`config.mk`:
```
export PLATFORM = sky130hd
export DESIGN_NAME = act_stream
export DESIGN_NICKNAME = d
export VERILOG_FILES = /design/src/rtl/act_pkg.sv /design/src/rtl/act_lane.sv /design/src/rtl/act_stream.sv
export SDC_FILE = /design/constraint.sdc
export NUM_CORES = 1
export LEC_CHECK = 0
export BUFFER_PORTS_ARGS = -buffer_cell sky130_fd_sc_hd__buf_2
export CORE_MARGIN = 2
export CORE_UTILIZATION = 45
export DETAILED_ROUTE_END_ITERATION = 6
export PLACE_DENSITY = 0.73
export SYNTH_ARGS = -nofsm -noshare
export SYNTH_HDL_FRONTEND = slang
export SYNTH_SLANG_ARGS = --single-unit
```
`constraint.sdc`:
```
create_clock -name clk -period 2.9 [get_ports clk]
set_input_delay 0.87 -clock clk [delete_from_list [all_inputs] [get_ports clk]]
set_output_delay 0.87 -clock clk [all_outputs]
set_load 0.1 [all_outputs]
```
`src/rtl/act_pkg.sv`:
```
// act_stream shared types and helpers.
// Mode encoding, counter width and ReLU6 ceiling.
package act_pkg;

   typedef enum logic [1:0] {
      ACT_BYPASS = 2'b00,
      ACT_RELU   = 2'b01,
      ACT_LEAKY  = 2'b10,
      ACT_RELU6  = 2'b11
   } act_mode_e;

   localparam int CNT_W = 16;

   // 6.0 in fixed point, or the largest positive value when 6.0 does not fit.
   function automatic logic [63:0] relu6_ceil(input int dw, input int fb);
      logic [63:0] maxv;
      maxv = (64'd1 << (dw - 1)) - 64'd1;
      if (fb + 3 > dw - 1) begin
         return maxv;
      end
      return 64'd6 << fb;
   endfunction

   // Saturating add used by the negative-element counter.
   function automatic logic [CNT_W-1:0] sat_add(
      input logic [CNT_W-1:0] a,
      input logic [CNT_W:0]   b
   );
      logic [CNT_W:0] s;
      s = {1'b0, a} + b;
      if (s[CNT_W]) begin
         return '1;
      end
      return s[CNT_W-1:0];
   endfunction

endpackage

```
`src/rtl/act_lane.sv`:
```
// act_lane: one-element activation function.
// Purely combinational, replicated once per lane.
module act_lane
   import act_pkg::*;
#(
   parameter int DATA_WIDTH = 16,
   parameter int FRAC_BITS  = 8,
   parameter int LEAK_SHIFT = 3
) (
   input  act_mode_e                     mode,
   input  logic signed [DATA_WIDTH-1:0]  x,
   output logic signed [DATA_WIDTH-1:0]  y
);

   localparam logic [63:0] CEIL_L = relu6_ceil(DATA_WIDTH, FRAC_BITS);
   localparam logic signed [DATA_WIDTH-1:0] CEIL = CEIL_L[DATA_WIDTH-1:0];

   logic neg;

   assign neg = x[DATA_WIDTH-1];

   // Select the activation for this element.
   always_comb begin
      y = x;
      unique case (mode)
         ACT_BYPASS: y = x;
         ACT_RELU:   y = neg ? '0 : x;
         ACT_LEAKY:  y = neg ? (x >>> LEAK_SHIFT) : x;
         ACT_RELU6: begin
            if (neg) begin
               y = '0;
            end else if (x > CEIL) begin
               y = CEIL;
            end else begin
               y = x;
            end
         end
         default:    y = x;
      endcase
   end

endmodule

```
`src/rtl/act_stream.sv`:
```
// act_stream: two-stage streaming activation unit.
// Per-frame mode latch and negative-element counting.
module act_stream
   import act_pkg::*;
#(
   parameter int DATA_WIDTH = 16,
   parameter int LANES      = 4,
   parameter int FRAC_BITS  = 8,
   parameter int LEAK_SHIFT = 3
) (
   input  logic                        clk,
   input  logic                        rst_n,
   input  logic [1:0]                  mode_i,
   input  logic                        in_valid,
   output logic                        in_ready,
   input  logic [LANES*DATA_WIDTH-1:0] in_data,
   input  logic                        in_last,
   output logic                        out_valid,
   input  logic                        out_ready,
   output logic [LANES*DATA_WIDTH-1:0] out_data,
   output logic                        out_last,
   output logic                        frame_done,
   output logic [15:0]                 neg_count
);

   localparam int DW = DATA_WIDTH;
   localparam int W  = LANES * DATA_WIDTH;

   logic             s1_valid;
   logic             s1_ready;
   logic [W-1:0]     s1_data;
   logic             s1_last;
   act_mode_e        s1_mode;
   logic [CNT_W-1:0] s1_cnt;

   logic             s2_valid;
   logic             s2_ready;
   logic [CNT_W-1:0] s2_cnt;

   logic             in_frame;
   act_mode_e        frame_mode;
   logic [CNT_W-1:0] run_cnt;
   logic [CNT_W-1:0] neg_hold;

   logic             in_fire;
   logic             out_fire;
   act_mode_e        beat_mode;
   logic [CNT_W-1:0] beat_base;
   logic [CNT_W-1:0] beat_cnt;
   logic [CNT_W:0]   pop;
   logic [W-1:0]     act_data;

   assign s2_ready  = !s2_valid || out_ready;
   assign s1_ready  = !s1_valid || s2_ready;
   assign in_ready  = s1_ready;
   assign in_fire   = in_valid && s1_ready;
   assign out_fire  = s2_valid && out_ready;
   assign out_valid = s2_valid;

   // The frame total is visible in the same cycle its last beat leaves.
   assign frame_done = out_fire && out_last;
   assign neg_count  = frame_done ? s2_cnt : neg_hold;

   // First beat of a frame takes mode_i and restarts the count.
   assign beat_mode = in_frame ? frame_mode : act_mode_e'(mode_i);
   assign beat_base = in_frame ? run_cnt : '0;
   assign beat_cnt  = sat_add(beat_base, pop);

   // Count sign bits across the incoming beat.
   always_comb begin
      pop = '0;
      for (int i = 0; i < LANES; i++) begin
         pop = pop + {{CNT_W{1'b0}}, in_data[i*DW+DW-1]};
      end
   end

   // Frame tracking: mode latch and running negative count.
   always_ff @(posedge clk or negedge rst_n) begin
      if (!rst_n) begin
         in_frame   <= 1'b0;
         frame_mode <= ACT_BYPASS;
         run_cnt    <= '0;
      end else if (in_fire) begin
         in_frame   <= !in_last;
         frame_mode <= beat_mode;
         run_cnt    <= beat_cnt;
      end
   end

   // Stage 1: capture the beat with its mode and count snapshot.
   always_ff @(posedge clk or negedge rst_n) begin
      if (!rst_n) begin
         s1_valid <= 1'b0;
         s1_data  <= '0;
         s1_last  <= 1'b0;
         s1_mode  <= ACT_BYPASS;
         s1_cnt   <= '0;
      end else begin
         if (s1_ready) begin
            s1_valid <= in_valid;
         end
         if (in_fire) begin
            s1_data <= in_data;
            s1_last <= in_last;
            s1_mode <= beat_mode;
            s1_cnt  <= beat_cnt;
         end
      end
   end

   // Per-lane activation of the stage-1 beat.
   for (genvar g = 0; g < LANES; g++) begin : g_lane
      act_lane #(
         .DATA_WIDTH (DATA_WIDTH),
         .FRAC_BITS  (FRAC_BITS),
         .LEAK_SHIFT (LEAK_SHIFT)
      ) u_lane (
         .mode (s1_mode),
         .x    (s1_data[g*DW +: DW]),
         .y    (act_data[g*DW +: DW])
      );
   end

   // Stage 2: output register, held while downstream stalls.
   always_ff @(posedge clk or negedge rst_n) begin
      if (!rst_n) begin
         s2_valid <= 1'b0;
         out_data <= '0;
         out_last <= 1'b0;
         s2_cnt   <= '0;
      end else if (s2_ready) begin
         s2_valid <= s1_valid;
         if (s1_valid) begin
            out_data <= act_data;
            out_last <= s1_last;
            s2_cnt   <= s1_cnt;
         end
      end
   end

   // Keep the last reported frame total until the next frame ends.
   always_ff @(posedge clk or negedge rst_n) begin
      if (!rst_n) begin
         neg_hold <= '0;
      end else if (frame_done) begin
         neg_hold <= s2_cnt;
      end
   end

endmodule

```
# After elaboration in Yosys (flattened, before gate mapping)
# Cells that the tools add are included.
[totals]
regBits = 183
latch_bits = 0
ramBits = 0
mem_bits_ro = 0
output_inout_bits = 84
wordCells = 60
mem_count = 0
[classes]
addsub = 4
multipliers = 0
div = 0
order_cmp = 4
n_eq_ne = 3
shift = 0
mux = 26
bitwise_logic = 1
reduce_logical = 11
[op_table]
columns = ["operator", "count"]
rows = [
  ["$pmux W16 S4", 4],
  ["$mux W16", 12],
  ["$mux W15", 8],
  ["$gt A16 B12 Y1 const B", 4],
  ["$add A16 B17 Y17", 1],
  ["$add A3 B1 Y4", 1],
  ["$eq A2 B2 Y1 const B", 2],
  ["$reduce_and A2 Y1", 2],
  ["$add A2 B1 Y3", 1],
  ["$logic_and A1 B1 Y1", 3],
  ["$logic_not A1 Y1", 3],
  ["$add A1 B1 Y2", 1],
  ["$eq A2 B1 Y1 const B", 1],
  ["$logic_not A2 Y1", 1],
  ["$logic_or A1 B1 Y1", 2],
  ["$mux W2", 1],
  ["$mux W1", 1],
  ["$not A1 Y1", 1],
]

# Depth between registers and ports, before layout
[logic_depth]
depth_word = 6
ltp_mapped = 11
mapped_depth_nobuf = 9

# Hierarchy
# From an unflattened synthesis, not the netlist that was laid out.
[hier_totals]
cells_unflattened = 885
area_unflattened_um2 = 8715.9
[by_module_without_submodules]
columns = ["module", "instances", "cells_each", "area_each_um2", "seq_area_each_um2"]
rows = [
  ["act_stream", 1, 621, 7299.5, 4579.4],
  ["act_lane", 4, 66, 354.1, 0.0],
]

# Worst setup path before layout
# No wires, ideal clock.
[synth_path]
path_type = "input port to flip-flop"
startpoint = "input port in_data[15]"
endpoint = "register s1_cnt[4]"
arrival_ps = 3333
required_time_ps = 2779
path_slack_ps = -554
cell_stages = 9
n_path_buf = 0
path_cell_list = "fa_1 -> ha_1 -> ha_1 -> fa_1 -> a21oi_1 -> nor4_4 -> a31oi_1 -> o21ai_0 -> a22o_1"
[synth_via]
elab_chain_cells = 6
[synth_rtl]
columns = ["element", "line", "source"]
rows = [
  ["start: declaration", "act_stream.sv:16", "input logic [LANES*DATA_WIDTH-1:0] in_data,"],
  ["$add A1 B1 Y2 *", "act_stream.sv:73", "pop = pop + {{CNT_W{1'b0}}, in_data[i*DW+DW-1]};"],
  ["$add A2 B1 Y3 *", "act_stream.sv:73", ""],
  ["$add A3 B1 Y4 *", "act_stream.sv:73", ""],
  ["$add A16 B17 Y17 *", "act_pkg.sv:30", "s = {1'b0, a} + b;"],
  ["$mux W1", "act_pkg.sv:31", "if (s[CNT_W]) begin"],
  ["$mux W16 *", "act_pkg.sv:34", "return s[CNT_W-1:0];"],
  ["end signal: assignment", "act_stream.sv:106", "s1_cnt <= beat_cnt;"],
  ["end: declaration", "act_stream.sv:34", "logic [CNT_W-1:0] s1_cnt;"],
]
# Every way passes the cells marked *; elsewhere a longest branch is shown, timed or not.
# A chain may end at the register's enable or synchronous reset.

# Worst setup path after layout
[layout_path]
startpoint = "input port in_data[63]"
endpoint = "register s1_cnt[15]"
[layout_via]
elab_chain_cells = 4
[layout_rtl]
columns = ["element", "line"]
rows = [
  ["$add A3 B1 Y4 *", "act_stream.sv:73"],
  ["$add A16 B17 Y17 *", "act_pkg.sv:30"],
  ["$mux W1", "act_pkg.sv:31"],
  ["$mux W16 *", "act_pkg.sv:34"],
]
# Marked as above.

==> results_dict.tcl <==
set metrics [dict create \
    route.detailed.drc 0 \
    areaGrowthSynthToFinish_pct 26.75 \
    timing_worst_setup_path_type "in2reg" \
    first_pass_iters 5 \
    num_cts_buffers 17 \
    clock_sink_count 183 \
    final_hold_viol_count 0 \
    vias_per_cell 5.502 \
    min_period_ns 2.872 \
    cts_tree "yes" \
    p_leak_nw 5.204 \
    coreArea_mm2 0.01809 \
    cts_max_level 4 \
    r2r_start "s1_data[62]" \
    post-place-ws_ns -0.5546 \
    numPortBuffers 154 \
    max-vdd-ir-drop_uv 864.5 \
    std_cell_rows 49 \
    dieArea_mm2 0.01969 \
    finClkSkew_ns 0.01552 \
    maxSlewViolCount 0 \
    finalCritPeriodShare_pct 99.03 \
    maxClockFrequency_ghz 0.3482 \
    regToRegSetupSlack_ns 0.66 \
    timing.critical_path.cells "buf_8, fa_2, ha_4, ha_4, buf_6, ha_4, a211oi_4, nor4_4, nand2_2, or4_4, o211ai_2" \
    die_width_um 140.3 \
    place.detailed.instances 1271 \
    worst_setup_hold_path_clk_slew_ns 0.07 \
    dr.first_iter.drc_count 576 \
    critical_path_arrival_ns 3.23 \
    syn_inst 912 \
    root_buffer_master "sky130_fd_sc_hd__clkbuf_16" \
    critical_path.slowest_cell "sky130_fd_sc_hd__fa_2" \
    skew_pair_late_insertion_delay_ns 0.44 \
    outcome "completed" \
    grt_pass1_wl_mm 36.32 \
    rsz_0062_raised_after_global_routing "true" \
    post_layout_nonfiller_instances 1311 \
    route.final.wire_length_mm 22.21 \
    hpwlAfterDp_mm 15.07 \
    cp_max_fo 2 \
    cp_common_cell "sky130_fd_sc_hd__ha_4" \
    overflow 0 \
    synthFlopType "sky130_fd_sc_hd__dfrtp_1" \
    wl_per_cell_um 16.94 \
    gr_usage_total_pct 23.07 \
    design.final.nets 1146 \
    grt_max_degree 54 \
    cp_slowest_stage_delay_ns 0.60 \
    syn_nets 990 \
    first_global_vias 7049 \
    worst_setup_path_start_kind "input pin" \
    holdCritPathClass "in2async" \
    timing.max_slew.rel_slack_pct 47.25 \
    power_density_mw_per_mm2 1077 \
    post_route_cells_drive_above_1_share_pct 26.64 \
    synth-async-reset-ratio_pct 100.0 \
    worstSetupEndpointType "flip-flop" \
    gp_congestion 0.8418 \
    syn_avg_cell_area_um2 9.171 \
    worst_ep_required_time_ns 3.26 \
    crit_path_start "in_data[63]" \
    syn-cell-area_mm2 0.008364 \
    die_h_um 140.3 \
    fraction_of_the_yosys_area_taken_by_sequential_cells_pct 54.75 \
    vias 7213 \
    final-setup-viol-count 0 \
    worst_slack_ns 0.02807 \
    synthesis.yosys.warnings 0 \
    synth-seq-cells 183 \
    clockBufferDepth 2 \
    cts_hold_buffers 0 \
    floorplan.initialDensity_pct 46.25 \
    cap_violations 0 \
    grt_antenna_before_repair 1 \
    io_pins 155 \
    drtAntennaViolNets 0 \
    synth.distinct_cells 52 \
    report.power.total_mw 11.42 \
    worst_pin_slew_ns 0.7860 \
    edff_count_synth 0 \
]
[final cells by class]
cell class,instances,area (um^2)
clock inverter,15,190.2
timing repair buffer,194,1403
fill,1535,7485
multi-input combinational,663,3675
inverter,9,37.54
tap,229,286.5
sequential,183,4582
antenna,1,2.502
clock buffer,17,425.4
[what timing repair did]
item | in CTS | in global routing
pin swaps | 6 | 12
gates cloned | 1 | 0
buffers inserted | 3 | 3
gates resized for setup | 3 | 15
setup endpoints to repair | 12 | 14
[power by group]
part           switching, mW  total (mW)  internal, mW
clock                   1.07        2.45          1.38
sequential             0.493        3.65          3.15
combinational           4.01        5.32          1.31
[Yosys cell counts, types with 2 or more instances]
cell type,n,share of area [%]
sky130_fd_sc_hd__nor2b_1,5,0.37
sky130_fd_sc_hd__a41oi_1,2,0.21
sky130_fd_sc_hd__nand3_1,9,0.54
sky130_fd_sc_hd__a21oi_1,34,2.0
sky130_fd_sc_hd__or2_2,2,0.15
sky130_fd_sc_hd__a211oi_1,4,0.36
sky130_fd_sc_hd__o211ai_1,2,0.18
sky130_fd_sc_hd__a311oi_1,3,0.31
sky130_fd_sc_hd__mux2i_1,15,1.8
sky130_fd_sc_hd__mux2_2,24,3.2
sky130_fd_sc_hd__or4_1,4,0.36
sky130_fd_sc_hd__o21a_1,2,0.18
sky130_fd_sc_hd__a22oi_1,17,1.5
sky130_fd_sc_hd__nand2_1,302,14
sky130_fd_sc_hd__nor3_1,7,0.42
sky130_fd_sc_hd__dfrtp_1,183,55
sky130_fd_sc_hd__a31oi_1,6,0.45
sky130_fd_sc_hd__o21ai_0,41,2.5
sky130_fd_sc_hd__nor4_1,5,0.37
sky130_fd_sc_hd__and2_1,6,0.45
sky130_fd_sc_hd__nand2b_1,3,0.22
sky130_fd_sc_hd__buf_6,2,0.27
sky130_fd_sc_hd__o21ai_1,2,0.12
sky130_fd_sc_hd__o2bb2ai_1,4,0.42
sky130_fd_sc_hd__clkbuf_1,42,1.9
sky130_fd_sc_hd__buf_2,6,0.36
sky130_fd_sc_hd__o22a_1,4,0.42
sky130_fd_sc_hd__fa_1,2,0.48
sky130_fd_sc_hd__nand4_1,2,0.15
sky130_fd_sc_hd__buf_1,7,0.31
sky130_fd_sc_hd__a221oi_1,28,2.9
sky130_fd_sc_hd__o31ai_1,7,0.63
sky130_fd_sc_hd__ha_1,5,0.75
sky130_fd_sc_hd__nor2_1,93,4.2
sky130_fd_sc_hd__a2bb2oi_1,3,0.31
sky130_fd_sc_hd__inv_1,9,0.40
sky130_fd_sc_hd__nor4_4,2,0.51
sky130_fd_sc_hd__a21o_1,4,0.36
[per-layer routing]
| metal | vias up | wire [um] | track usage [%] |
|---|---|---|---|
| met2 | 224 | 10490 | 36.61 |
| met3 | 30 | 1371 | 5.231 |
| met5 | - | 0 | 0 |
| met4 | 0 | 406 | 7.815 |
| li1 | 3412 | - | - |
| met1 | 3547 | 9940 | 31.54 |
[logic make-up after synthesis]
family | count (synthesis) | synth area share, %
AND/OR/NAND/NOR | 446 | 21.99
flip-flops | 183 | 54.75
AO/OA/AOI/OAI | 169 | 13.58
buffers and inverters | 67 | 3.321
multiplexers | 39 | 5.026
adder cells (fa/ha/maj) | 7 | 1.227
XOR/XNOR | 1 | 0.1047
[metrics by stage]
| step | setup TNS (ns) | util (%) | instance area, um^2 | hold WS [ns] |
|---|---|---|---|---|
| 6_report | 0 | 58.62 | 10600 | 0.3973 |
| 4_1_cts | -0.002459 | 58.18 | 10520 | 0.4113 |
| 2_1_floorplan | -3.655 | - | 8472 | 0.4385 |
| 3_5_place_dp | -7.517 | 54.53 | 9862 | 0.4496 |
| 3_3_place_gp | -6.717 | 54.53 | 9862 | 0.4530 |
| 5_1_grt | -0.2037 | 58.62 | 10600 | 0.4355 |
[path summary, 6_finish.rpt]
| path | cells after the start | endpoint |
|---|---|---|
| hold reg to reg | 2 | out_last |
| setup reg to reg | 4 | out_data[61] |
| hold / removal | 1 | neg_hold[8] |
| min in group clk | 2 | out_last |
| setup / recovery | 11 | s1_cnt[15] |
| max in group asynchronous | 2 | out_data[57] |
[state kept, by name (all words and copies together), names as in the netlist]
name	count
s1_cnt	16
s1_data	64
s1_valid	1
s1_mode	2
neg_hold	16
out_last	1
s1_last	1
out_data	64
in_frame	1
out_valid	1
s2_cnt	16
[worst max-delay path: cells and delay by family]
family,cells,cell delay (ns)
buf+inv,2,0.21
fa+ha+maj,4,1.22
simple gates,3,0.79
compound gates,2,0.15
[cells in the final DEF, fill, tap and decap left out, types with 7 or more instances in the layout]
cell,netlist,final
sky130_fd_sc_hd__o31ai_1,7,7
sky130_fd_sc_hd__inv_1,9,8
sky130_fd_sc_hd__nand2_1,302,299
sky130_fd_sc_hd__a22oi_1,17,17
sky130_fd_sc_hd__nand3_1,9,9
sky130_fd_sc_hd__buf_2,6,134
sky130_fd_sc_hd__mux2i_1,15,15
sky130_fd_sc_hd__o21ai_0,41,38
sky130_fd_sc_hd__buf_12,0,21
sky130_fd_sc_hd__nor3_1,7,7
sky130_fd_sc_hd__dfrtp_1,183,181
sky130_fd_sc_hd__nor2_1,93,92
sky130_fd_sc_hd__buf_4,1,35
sky130_fd_sc_hd__a21oi_1,34,30
sky130_fd_sc_hd__mux2_2,24,24
sky130_fd_sc_hd__clkbuf_16,0,17
sky130_fd_sc_hd__a221oi_1,28,28
Power figures use the tool's default switching activity.
